`config.mk`:
```
export PLATFORM = sky130hd
export DESIGN_NAME = ksw_band_row_ctrl_flat
export DESIGN_NICKNAME = d
export VERILOG_FILES = /design/src/rtl/ksw_band_row_ctrl_if.sv /design/src/rtl/ksw_band_row_ctrl.sv /design/src/flat_wrapper.sv
export SDC_FILE = /design/constraint.sdc
export NUM_CORES = 1
export LEC_CHECK = 0
export BUFFER_PORTS_ARGS = -buffer_cell sky130_fd_sc_hd__buf_2
export CAP_MARGIN = 20
export CORE_UTILIZATION = 24
export DETAILED_ROUTE_END_ITERATION = 8
export SLEW_MARGIN = 0
export SYNTH_ARGS = -nofsm -noshare
export SYNTH_HDL_FRONTEND = slang
export SYNTH_SLANG_ARGS = --single-unit
```
`constraint.sdc`:
```
create_clock -name i_clk -period 7.9 [get_ports i_clk]
set_clock_uncertainty 0.2 [all_clocks]
set_input_delay 1.185 -clock i_clk [delete_from_list [all_inputs] [get_ports i_clk]]
set_output_delay 1.185 -clock i_clk [all_outputs]
set_load 0.01 [all_outputs]
```
`src/rtl/ksw_band_row_ctrl_if.sv`:
```
// ----------------------------------------------------------------------------
// ksw_band_row_ctrl_if
// Row descriptor channel between the band row controller and the DP core.
//   master (controller): drives row_valid and every row/seed/init field,
//                        samples row_ready.
//   slave  (DP core)   : samples the descriptor, drives row_ready.
// A row transfers on the cycle where row_valid && row_ready.
// init_we is only ever high on that transfer cycle.
// ----------------------------------------------------------------------------
interface ksw_band_row_ctrl_if #(
  parameter int LANE_W = 4
);
  logic                row_valid;
  logic                row_ready;
  logic [15:0]         row_r;
  logic [15:0]         st0;
  logic [15:0]         en0;
  logic [15:0]         st;
  logic [15:0]         en;
  logic                row_empty;
  logic                seed_from_prev;
  logic signed [7:0]   x1;
  logic signed [7:0]   x21;
  logic signed [7:0]   v1;
  logic                init_we;
  logic [15:0]         init_addr;
  logic [LANE_W-1:0]   init_lane;
  logic signed [7:0]   y_init;
  logic signed [7:0]   y2_init;
  logic signed [7:0]   u_init;

  modport master (
    output row_valid, row_r, st0, en0, st, en, row_empty, seed_from_prev,
           x1, x21, v1, init_we, init_addr, init_lane, y_init, y2_init, u_init,
    input  row_ready
  );

  modport slave (
    input  row_valid, row_r, st0, en0, st, en, row_empty, seed_from_prev,
           x1, x21, v1, init_we, init_addr, init_lane, y_init, y2_init, u_init,
    output row_ready
  );
endinterface

```
`src/rtl/ksw_band_row_ctrl.sv`:
```
// ----------------------------------------------------------------------------
// ksw_band_row_ctrl
// Sequential row controller for a banded dual-affine extension DP.
// It walks the anti-diagonal index r from 0 to TLEN+QLEN-2. For each row it
// computes the clamped band [st0,en0], the lane-aligned band [st,en], the
// left-boundary seeds and the y/y2/u boundary-init write. It then offers the
// row to the DP core over row_if.
// Ports:
//   i_clk, i_rst  clock, synchronous active-high reset
//   i_start       begin a sweep (only looked at in IDLE)
//   i_zdrop       abort request, only looked at on a row transfer
//   o_busy        controller is not IDLE
//   o_done        one-cycle pulse when a sweep finishes or aborts
//   row_if        row descriptor channel (master side)
// ----------------------------------------------------------------------------
module ksw_band_row_ctrl #(
  parameter int TLEN       = 2007,
  parameter int QLEN       = 5000,
  parameter int WL         = 751,
  parameter int WR         = 751,
  parameter int LANES      = 16,
  parameter int Q          = 4,
  parameter int E          = 2,
  parameter int Q2         = 24,
  parameter int E2         = 1,
  parameter int LONG_THRES = 19,
  parameter int LONG_DIFF  = -2
) (
  input  logic i_clk,
  input  logic i_rst,
  input  logic i_start,
  input  logic i_zdrop,
  output logic o_busy,
  output logic o_done,
  ksw_band_row_ctrl_if.master row_if
);

  localparam int LW = $clog2(LANES);

  localparam logic [15:0]        LAST_R    = 16'(TLEN + QLEN - 2);
  localparam logic [16:0]        INIT_LIM  = 17'(((TLEN + LANES - 1) / LANES) * LANES);
  localparam logic [15:0]        LANE_MASK = 16'(LANES - 1);
  localparam logic [15:0]        LONG_R    = 16'(LONG_THRES);
  localparam logic signed [17:0] QLEN_M1   = 18'(QLEN - 1);
  localparam logic signed [17:0] WR_M1     = 18'(WR - 1);
  localparam logic signed [17:0] WL_S      = 18'(WL);
  localparam logic signed [17:0] TLEN_M1   = 18'(TLEN - 1);

  localparam logic [7:0] SEED_QE   = 8'(-(Q + E));
  localparam logic [7:0] SEED_Q2E2 = 8'(-(Q2 + E2));
  localparam logic [7:0] SEED_E    = 8'(-E);
  localparam logic [7:0] SEED_E2   = 8'(-E2);
  localparam logic [7:0] SEED_LD   = 8'(LONG_DIFF);

  typedef enum logic [1:0] {
    ST_IDLE  = 2'd0,
    ST_CALC  = 2'd1,
    ST_ISSUE = 2'd2,
    ST_DONE  = 2'd3
  } state_t;

  // Left-boundary v seed on the st==0 column; the same value initialises u at r.
  function automatic logic [7:0] v1_at(input logic [15:0] r);
    logic [7:0] v;
    if (r == 16'd0) begin
      v = SEED_QE;
    end else if (r < LONG_R) begin
      v = SEED_E;
    end else if (r == LONG_R) begin
      v = SEED_LD;
    end else begin
      v = SEED_E2;
    end
    return v;
  endfunction

  // Floors negatives to 0 and saturates anything past 16 bits.
  function automatic logic [15:0] sat16(input logic signed [17:0] v);
    logic [15:0] s;
    if (v[17]) begin
      s = 16'd0;
    end else if (v[16]) begin
      s = 16'hFFFF;
    end else begin
      s = v[15:0];
    end
    return s;
  endfunction

  state_t r_state;
  state_t w_state_nxt;
  logic   w_start;
  logic   w_load;
  logic   w_hs;

  logic [15:0] r_row;
  logic [15:0] r_last_st;
  logic [15:0] r_last_en;
  logic        r_busy;
  logic        r_done;
  logic        r_row_valid;
  logic [15:0] r_st0;
  logic [15:0] r_en0;
  logic [15:0] r_st;
  logic [15:0] r_en;
  logic        r_row_empty;
  logic        r_seed_prev;
  logic [7:0]  r_x1;
  logic [7:0]  r_x21;
  logic [7:0]  r_v1;
  logic        r_init_ok;
  logic [15:0] r_init_addr;
  logic [LW-1:0] r_init_lane;
  logic [7:0]  r_y_init;
  logic [7:0]  r_y2_init;
  logic [7:0]  r_u_init;

  logic signed [17:0] w_r18;
  logic signed [17:0] w_lo_q;
  logic signed [17:0] w_lo_w;
  logic signed [17:0] w_lo_max;
  logic signed [17:0] w_hi_w;
  logic signed [17:0] w_hi_tr;
  logic signed [17:0] w_hi_min;
  logic [15:0] w_st0;
  logic [15:0] w_en0;
  logic [15:0] w_st;
  logic [15:0] w_en;
  logic [15:0] w_st_m1;
  logic        w_prev;
  logic [7:0]  w_x1;
  logic [7:0]  w_x21;
  logic [7:0]  w_v1;
  logic        w_init_ok;

  // Band and seed computation for the current row index.
  always_comb begin
    w_r18    = $signed({2'b00, r_row});
    w_lo_q   = w_r18 - QLEN_M1;
    w_lo_w   = (w_r18 - WR_M1) >>> 1;
    w_lo_max = (w_lo_q > w_lo_w) ? w_lo_q : w_lo_w;
    w_hi_w   = (w_r18 + WL_S) >>> 1;
    w_hi_tr  = (TLEN_M1 < w_r18) ? TLEN_M1 : w_r18;
    w_hi_min = (w_hi_w < w_hi_tr) ? w_hi_w : w_hi_tr;
    w_st0    = sat16(w_lo_max);
    w_en0    = sat16(w_hi_min);
    w_st     = w_st0 & ~LANE_MASK;
    // Round en0 up to the last cell of its lane word.
    w_en     = ((w_en0 + 16'(LANES)) & ~LANE_MASK) - 16'd1;
    w_st_m1  = w_st - 16'd1;
    // Row 0 has no predecessor, so last_st/last_en are ignored there.
    w_prev   = (w_st != 16'd0) && (r_row != 16'd0) &&
               (r_last_st <= w_st_m1) && (w_st_m1 <= r_last_en);
    if (w_st == 16'd0) begin
      w_x1  = SEED_QE;
      w_x21 = SEED_Q2E2;
      w_v1  = v1_at(r_row);
    end else if (w_prev) begin
      // Core reads x/x2/v at st-1 from the previous row; seeds unused.
      w_x1  = 8'd0;
      w_x21 = 8'd0;
      w_v1  = 8'd0;
    end else begin
      w_x1  = SEED_QE;
      w_x21 = SEED_Q2E2;
      w_v1  = SEED_QE;
    end
    w_init_ok = (w_en >= r_row) && ({1'b0, r_row} < INIT_LIM);
  end

  // Next-state and control strobes.
  always_comb begin
    w_state_nxt = r_state;
    w_start     = 1'b0;
    w_load      = 1'b0;
    w_hs        = 1'b0;
    case (r_state)
      ST_IDLE: begin
        if (i_start) begin
          w_start     = 1'b1;
          w_state_nxt = ST_CALC;
        end else begin
          w_state_nxt = ST_IDLE;
        end
      end
      ST_CALC: begin
        w_load      = 1'b1;
        w_state_nxt = ST_ISSUE;
      end
      ST_ISSUE: begin
        if (row_if.row_ready) begin
          w_hs = 1'b1;
          if ((r_row == LAST_R) || i_zdrop) begin
            w_state_nxt = ST_DONE;
          end else begin
            w_state_nxt = ST_CALC;
          end
        end else begin
          w_state_nxt = ST_ISSUE;
        end
      end
      ST_DONE: begin
        w_state_nxt = ST_IDLE;
      end
      default: begin
        w_state_nxt = ST_IDLE;
      end
    endcase
  end

  // State register and state-decoded output flags.
  always_ff @(posedge i_clk) begin
    if (i_rst) begin
      r_state     <= ST_IDLE;
      r_busy      <= 1'b0;
      r_done      <= 1'b0;
      r_row_valid <= 1'b0;
    end else begin
      r_state     <= w_state_nxt;
      r_busy      <= (w_state_nxt != ST_IDLE);
      r_done      <= (w_state_nxt == ST_DONE);
      r_row_valid <= (w_state_nxt == ST_ISSUE);
    end
  end

  // Row index, previous-row band and the registered row descriptor.
  always_ff @(posedge i_clk) begin
    if (i_rst) begin
      r_row       <= 16'd0;
      r_last_st   <= 16'd0;
      r_last_en   <= 16'd0;
      r_st0       <= 16'd0;
      r_en0       <= 16'd0;
      r_st        <= 16'd0;
      r_en        <= 16'd0;
      r_row_empty <= 1'b0;
      r_seed_prev <= 1'b0;
      r_x1        <= 8'd0;
      r_x21       <= 8'd0;
      r_v1        <= 8'd0;
      r_init_ok   <= 1'b0;
      r_init_addr <= 16'd0;
      r_init_lane <= '0;
      r_y_init    <= 8'd0;
      r_y2_init   <= 8'd0;
      r_u_init    <= 8'd0;
    end else begin
      if (w_start) begin
        r_row     <= 16'd0;
        r_last_st <= 16'd0;
        r_last_en <= 16'd0;
      end else if (w_hs) begin
        r_last_st <= r_st;
        r_last_en <= r_en;
        if (w_state_nxt == ST_CALC) begin
          r_row <= r_row + 16'd1;
        end
      end
      if (w_load) begin
        r_st0       <= w_st0;
        r_en0       <= w_en0;
        r_st        <= w_st;
        r_en        <= w_en;
        r_row_empty <= (w_st0 > w_en0);
        r_seed_prev <= w_prev;
        r_x1        <= w_x1;
        r_x21       <= w_x21;
        r_v1        <= w_v1;
        r_init_ok   <= w_init_ok;
        r_init_addr <= r_row >> LW;
        r_init_lane <= r_row[LW-1:0];
        r_y_init    <= SEED_QE;
        r_y2_init   <= SEED_Q2E2;
        r_u_init    <= v1_at(r_row);
      end
    end
  end

  assign o_busy                = r_busy;
  assign o_done                = r_done;
  assign row_if.row_valid      = r_row_valid;
  assign row_if.row_r          = r_row;
  assign row_if.st0            = r_st0;
  assign row_if.en0            = r_en0;
  assign row_if.st             = r_st;
  assign row_if.en             = r_en;
  assign row_if.row_empty      = r_row_empty;
  assign row_if.seed_from_prev = r_seed_prev;
  assign row_if.x1             = r_x1;
  assign row_if.x21            = r_x21;
  assign row_if.v1             = r_v1;
  // The write strobe follows the transfer itself, so it needs row_ready.
  assign row_if.init_we        = r_row_valid & row_if.row_ready & r_init_ok;
  assign row_if.init_addr      = r_init_addr;
  assign row_if.init_lane      = r_init_lane;
  assign row_if.y_init         = r_y_init;
  assign row_if.y2_init        = r_y2_init;
  assign row_if.u_init         = r_u_init;

endmodule
```
`src/flat_wrapper.sv`:
```
// flat-port wrapper written by rule: the top's interface ports become plain ports
module ksw_band_row_ctrl_flat 
#(
  parameter int TLEN       = 2007,
  parameter int QLEN       = 5000,
  parameter int WL         = 751,
  parameter int WR         = 751,
  parameter int LANES      = 16,
  parameter int Q          = 4,
  parameter int E          = 2,
  parameter int Q2         = 24,
  parameter int E2         = 1,
  parameter int LONG_THRES = 19,
  parameter int LONG_DIFF  = -2
)
  (i_clk, i_rst, i_start, i_zdrop, o_busy, o_done, row_if_row_valid, row_if_row_r, row_if_st0, row_if_en0, row_if_st, row_if_en, row_if_row_empty, row_if_seed_from_prev, row_if_x1, row_if_x21, row_if_v1, row_if_init_we, row_if_init_addr, row_if_init_lane, row_if_y_init, row_if_y2_init, row_if_u_init, row_if_row_ready);
  ksw_band_row_ctrl_if row_if_i ();
  input  logic i_clk;
  input  logic i_rst;
  input  logic i_start;
  input  logic i_zdrop;
  output logic o_busy;
  output logic o_done;
  output wire logic [$bits(row_if_i.row_valid)-1:0] row_if_row_valid;
  output wire logic [$bits(row_if_i.row_r)-1:0] row_if_row_r;
  output wire logic [$bits(row_if_i.st0)-1:0] row_if_st0;
  output wire logic [$bits(row_if_i.en0)-1:0] row_if_en0;
  output wire logic [$bits(row_if_i.st)-1:0] row_if_st;
  output wire logic [$bits(row_if_i.en)-1:0] row_if_en;
  output wire logic [$bits(row_if_i.row_empty)-1:0] row_if_row_empty;
  output wire logic [$bits(row_if_i.seed_from_prev)-1:0] row_if_seed_from_prev;
  output wire logic [$bits(row_if_i.x1)-1:0] row_if_x1;
  output wire logic [$bits(row_if_i.x21)-1:0] row_if_x21;
  output wire logic [$bits(row_if_i.v1)-1:0] row_if_v1;
  output wire logic [$bits(row_if_i.init_we)-1:0] row_if_init_we;
  output wire logic [$bits(row_if_i.init_addr)-1:0] row_if_init_addr;
  output wire logic [$bits(row_if_i.init_lane)-1:0] row_if_init_lane;
  output wire logic [$bits(row_if_i.y_init)-1:0] row_if_y_init;
  output wire logic [$bits(row_if_i.y2_init)-1:0] row_if_y2_init;
  output wire logic [$bits(row_if_i.u_init)-1:0] row_if_u_init;
  input wire logic [$bits(row_if_i.row_ready)-1:0] row_if_row_ready;
  assign row_if_row_valid = row_if_i.row_valid;
  assign row_if_row_r = row_if_i.row_r;
  assign row_if_st0 = row_if_i.st0;
  assign row_if_en0 = row_if_i.en0;
  assign row_if_st = row_if_i.st;
  assign row_if_en = row_if_i.en;
  assign row_if_row_empty = row_if_i.row_empty;
  assign row_if_seed_from_prev = row_if_i.seed_from_prev;
  assign row_if_x1 = row_if_i.x1;
  assign row_if_x21 = row_if_i.x21;
  assign row_if_v1 = row_if_i.v1;
  assign row_if_init_we = row_if_i.init_we;
  assign row_if_init_addr = row_if_i.init_addr;
  assign row_if_init_lane = row_if_i.init_lane;
  assign row_if_y_init = row_if_i.y_init;
  assign row_if_y2_init = row_if_i.y2_init;
  assign row_if_u_init = row_if_i.u_init;
  assign row_if_i.row_ready = row_if_row_ready;
  ksw_band_row_ctrl #(.TLEN(TLEN), .QLEN(QLEN), .WL(WL), .WR(WR), .LANES(LANES), .Q(Q), .E(E), .Q2(Q2), .E2(E2), .LONG_THRES(LONG_THRES), .LONG_DIFF(LONG_DIFF)) u_core (.i_clk(i_clk), .i_rst(i_rst), .i_start(i_start), .i_zdrop(i_zdrop), .o_busy(o_busy), .o_done(o_done), .row_if(row_if_i));
endmodule
```
==> flow_summary_export.csv <==
group,metric,value,unit
timing,drv_slew,0,
routing,dr.first_iter.drc_count,721,
yosys,ys_seq_area_share,23.7,%
clocking,cts-resized-gates,0,
placed_design,dp_hpwl,26100,um
setup_path,startpoint_type,"flip-flop",
power_and_ir_drop,max-vdd-ir-drop,0.0000948,V
yosys,avgSynthCellArea,7.59,sq um
placed_design,pre_cts_slack,0.231,ns
power_and_ir_drop,power_density,113,nW/um^2
setup_path,required,7.96,ns
yosys,yosys_warnings,0,
floorplan,die_y,200,um
clocking,h-tree-depth,3,
global_routing,antenna_found_initial,0,
timing,hold_viol_final,0,
floorplan,initial_core_util,24.4,%
clocking,cts_root_buffer,"clkbuf_16",
hold_path,hp-class,"reg2reg",
clocking,cts_tree,"built",
routing,detail_route.wl_per_cell,18.1,um
power_and_ir_drop,p_comb_share,10.6,%
routing,final_antenna_net_count,0,
yosys,ys_types,98,
global_routing,overflow,0,
setup_path,end_kind,"flip-flop",
timing,grt_setup_unrepaired,"false",
floorplan,fp.dieW,200,um
routing,via_per_inst,4.95,
clocking,clk-insertion-delay-late,0.38,ns
power_and_ir_drop,pwr-share-seq,49.4,%
timing,setup_ws,0.498,ns
floorplan,rows,72,
finish,final_cell_mix,"nand2_1, buf_2, a21oi_1, dfxtp_1, nor2_1",
yosys,synthFlopType,"dfxtp_1",
clocking,clk_path_buf_depth,2,
job,max_cap_violations,0,
power_and_ir_drop,switchingPower,354,uW
setup_path,critPathMaxFanout,10,
timing,setup_violations,0,
floorplan,io_pins,159,
finish,syn_to_final_growth,12.6,%
setup_path,critical-path-slowest-cell,"or4_1",
power_and_ir_drop,p_int,844,uW
floorplan,core-area,38700,sq um
finish,layout-drive-gt1-share,18.6,%
yosys,synth_edf_count,0,
timing,setup_tns,0,ns
floorplan,die-area,40200,sq um
clocking,hold_buffers,0,
setup_path,max_stage_delay,0.59,ns
routing,drt-total-wl,33300,um
finish,layout_commonest_cell,"nand2_1",
timing,max_slew.worst_pin.slew,0.968,ns
global_routing,grt_first_pass_wirelength,51300,um
timing,fin_crit,7.40,ns
run_status,status,"finished clean",
placed_design,gp_congestion,0.960,
setup_path,cp.arrival,7.46,ns
global_routing,first_global_vias,8706,
routing,drcViolationCount,0,
finish,fin_nets,1407,
timing,fmax,0.135,GHz
setup_path,crit_type,"reg2reg",
power_and_ir_drop,switching_share,29.5,%
timing,max_slew_margin,35.4,%
clocking,clkSinkCount,112,
yosys,synth_seq_cells,112,
global_routing,grt_usage,16.4,%
setup_path,cp_common_cell,"ha_1",
finish,n_antenna_cell,0,
power_and_ir_drop,power_leakage,4.62,nW
timing,final.period_utilization,93.7,%
clocking,cts_made_buffers,9,
power_and_ir_drop,p_clk_share,40.0,%
yosys,mappedNetlistArea,9450,sq um
yosys,synthArstFlopShare,0,%
clocking,cts_setup_buffers,0,
placed_design,portBuffers,142,
clocking,cts.clk_slew.worst_paths,0.09,ns
yosys,syn_inst,1245,
routing,firstDrtPassIters,6,
global_routing,grt_start_max_net_pins,68,
routing,vias,9079,
## sequential cells by signal, summed over array words and instances, names as in the netlist, 4 cells and up
name and count:
u_core.r_last_en 13, u_core.r_last_st 12, u_core.row_if.en 12, u_core.row_if.en0 13, u_core.row_if.init_addr 12, u_core.row_if.init_lane 4, u_core.row_if.row_r 16, u_core.row_if.st0 16
## through the flow
stage,total power [mW],area [sq um],utilization (%),hold WS [ns],cells
2_1_floorplan,0.712,9520,-,0.236,1264
3_3_place_gp,0.731,10300,26.6,0.243,1819
3_5_place_dp,0.732,10300,26.6,0.245,1819
4_1_cts,1.21,10600,27.4,0.258,1835
5_1_grt,1.25,10600,27.5,0.272,1835
6_report,1.20,10600,27.5,0.256,1835
## worst paths after layout
check	from	to	slack, ns	cells past startpoint
worst max-delay path	u_core.row_if.row_r[1]	u_core.r_init_ok	0.50	28
worst min-delay path	u_core.row_if.st0[1]	u_core.row_if.st0[1]	0.26	2
worst max register to register	u_core.row_if.row_r[1]	u_core.r_init_ok	0.50	28
worst min register to register	u_core.row_if.st0[1]	u_core.row_if.st0[1]	0.26	2
## cells in the mapped netlist, drive strengths merged, types with 20 or more instances
| cell | n | area share [%] |
|---|---|---|
| nand2 | 186 | 7.4 |
| xor2 | 20 | 1.9 |
| a21oi | 129 | 7.0 |
| inv | 61 | 2.4 |
| clkbuf | 34 | 1.4 |
| nand4 | 24 | 1.6 |
| buf | 99 | 7.1 |
| nor2 | 110 | 4.6 |
| dfxtp | 112 | 24 |
| ha | 90 | 12 |
| o21ai | 36 | 1.9 |
| nand3 | 28 | 1.5 |
| a21o | 29 | 2.3 |
| xnor2 | 60 | 5.6 |
| nor3 | 21 | 1.3 |
## area by class of cell
cell class,count,area (sq um)
clock buffers,9,225
clock inverters,7,78.8
fillers,4279,28100
inverters,64,240
multi-input cells,955,6280
flip-flops and latches,112,2240
well taps,518,648
repair buffers,170,921
## kinds of logic (layout without fill, tap and decap cells)
family / Yosys count / after routing / synth area share (%)
adder cells (fa/ha/maj): 90 / 90 / 11.9
other: 2 / 21 / 0.0795
buffers and inverters: 197 / 250 / 11.0
AO/OA/AOI/OAI: 294 / 294 / 21.0
flip-flops: 112 / 112 / 23.7
multiplexers: 17 / 17 / 1.92
AND/OR/NAND/NOR: 453 / 453 / 22.8
XOR/XNOR: 80 / 80 / 7.58
## power groups by stage
stage	combinational [mW]	clock, mW	sequential [mW]
6_report	0.127	0.480	0.592
3_5_place_dp	0.127	0	0.605
5_1_grt	0.139	0.516	0.594
3_3_place_gp	0.127	0	0.605
2_1_floorplan	0.105	0	0.606
4_1_cts	0.127	0.494	0.592
## worst max-delay path, delay by kind of cell (launching register included)
kind                     cells  cell delay, ns
flip-flops                   1            0.55
AO/OA/AOI/OAI                9            2.28
AND/OR/NAND/NOR             10            2.14
adder cells (fa/ha/maj)      4            1.10
XOR/XNOR                     2            0.43
buffers and inverters        3            0.56
## routing by layer
metal / track usage, % / wire, um
met1: 21.1 / 15000
met2: 26.8 / 15400
met3: 2.88 / 1800
met4: 7.03 / 1160
met5: 0 / 0
Power figures use the tool's default switching activity.
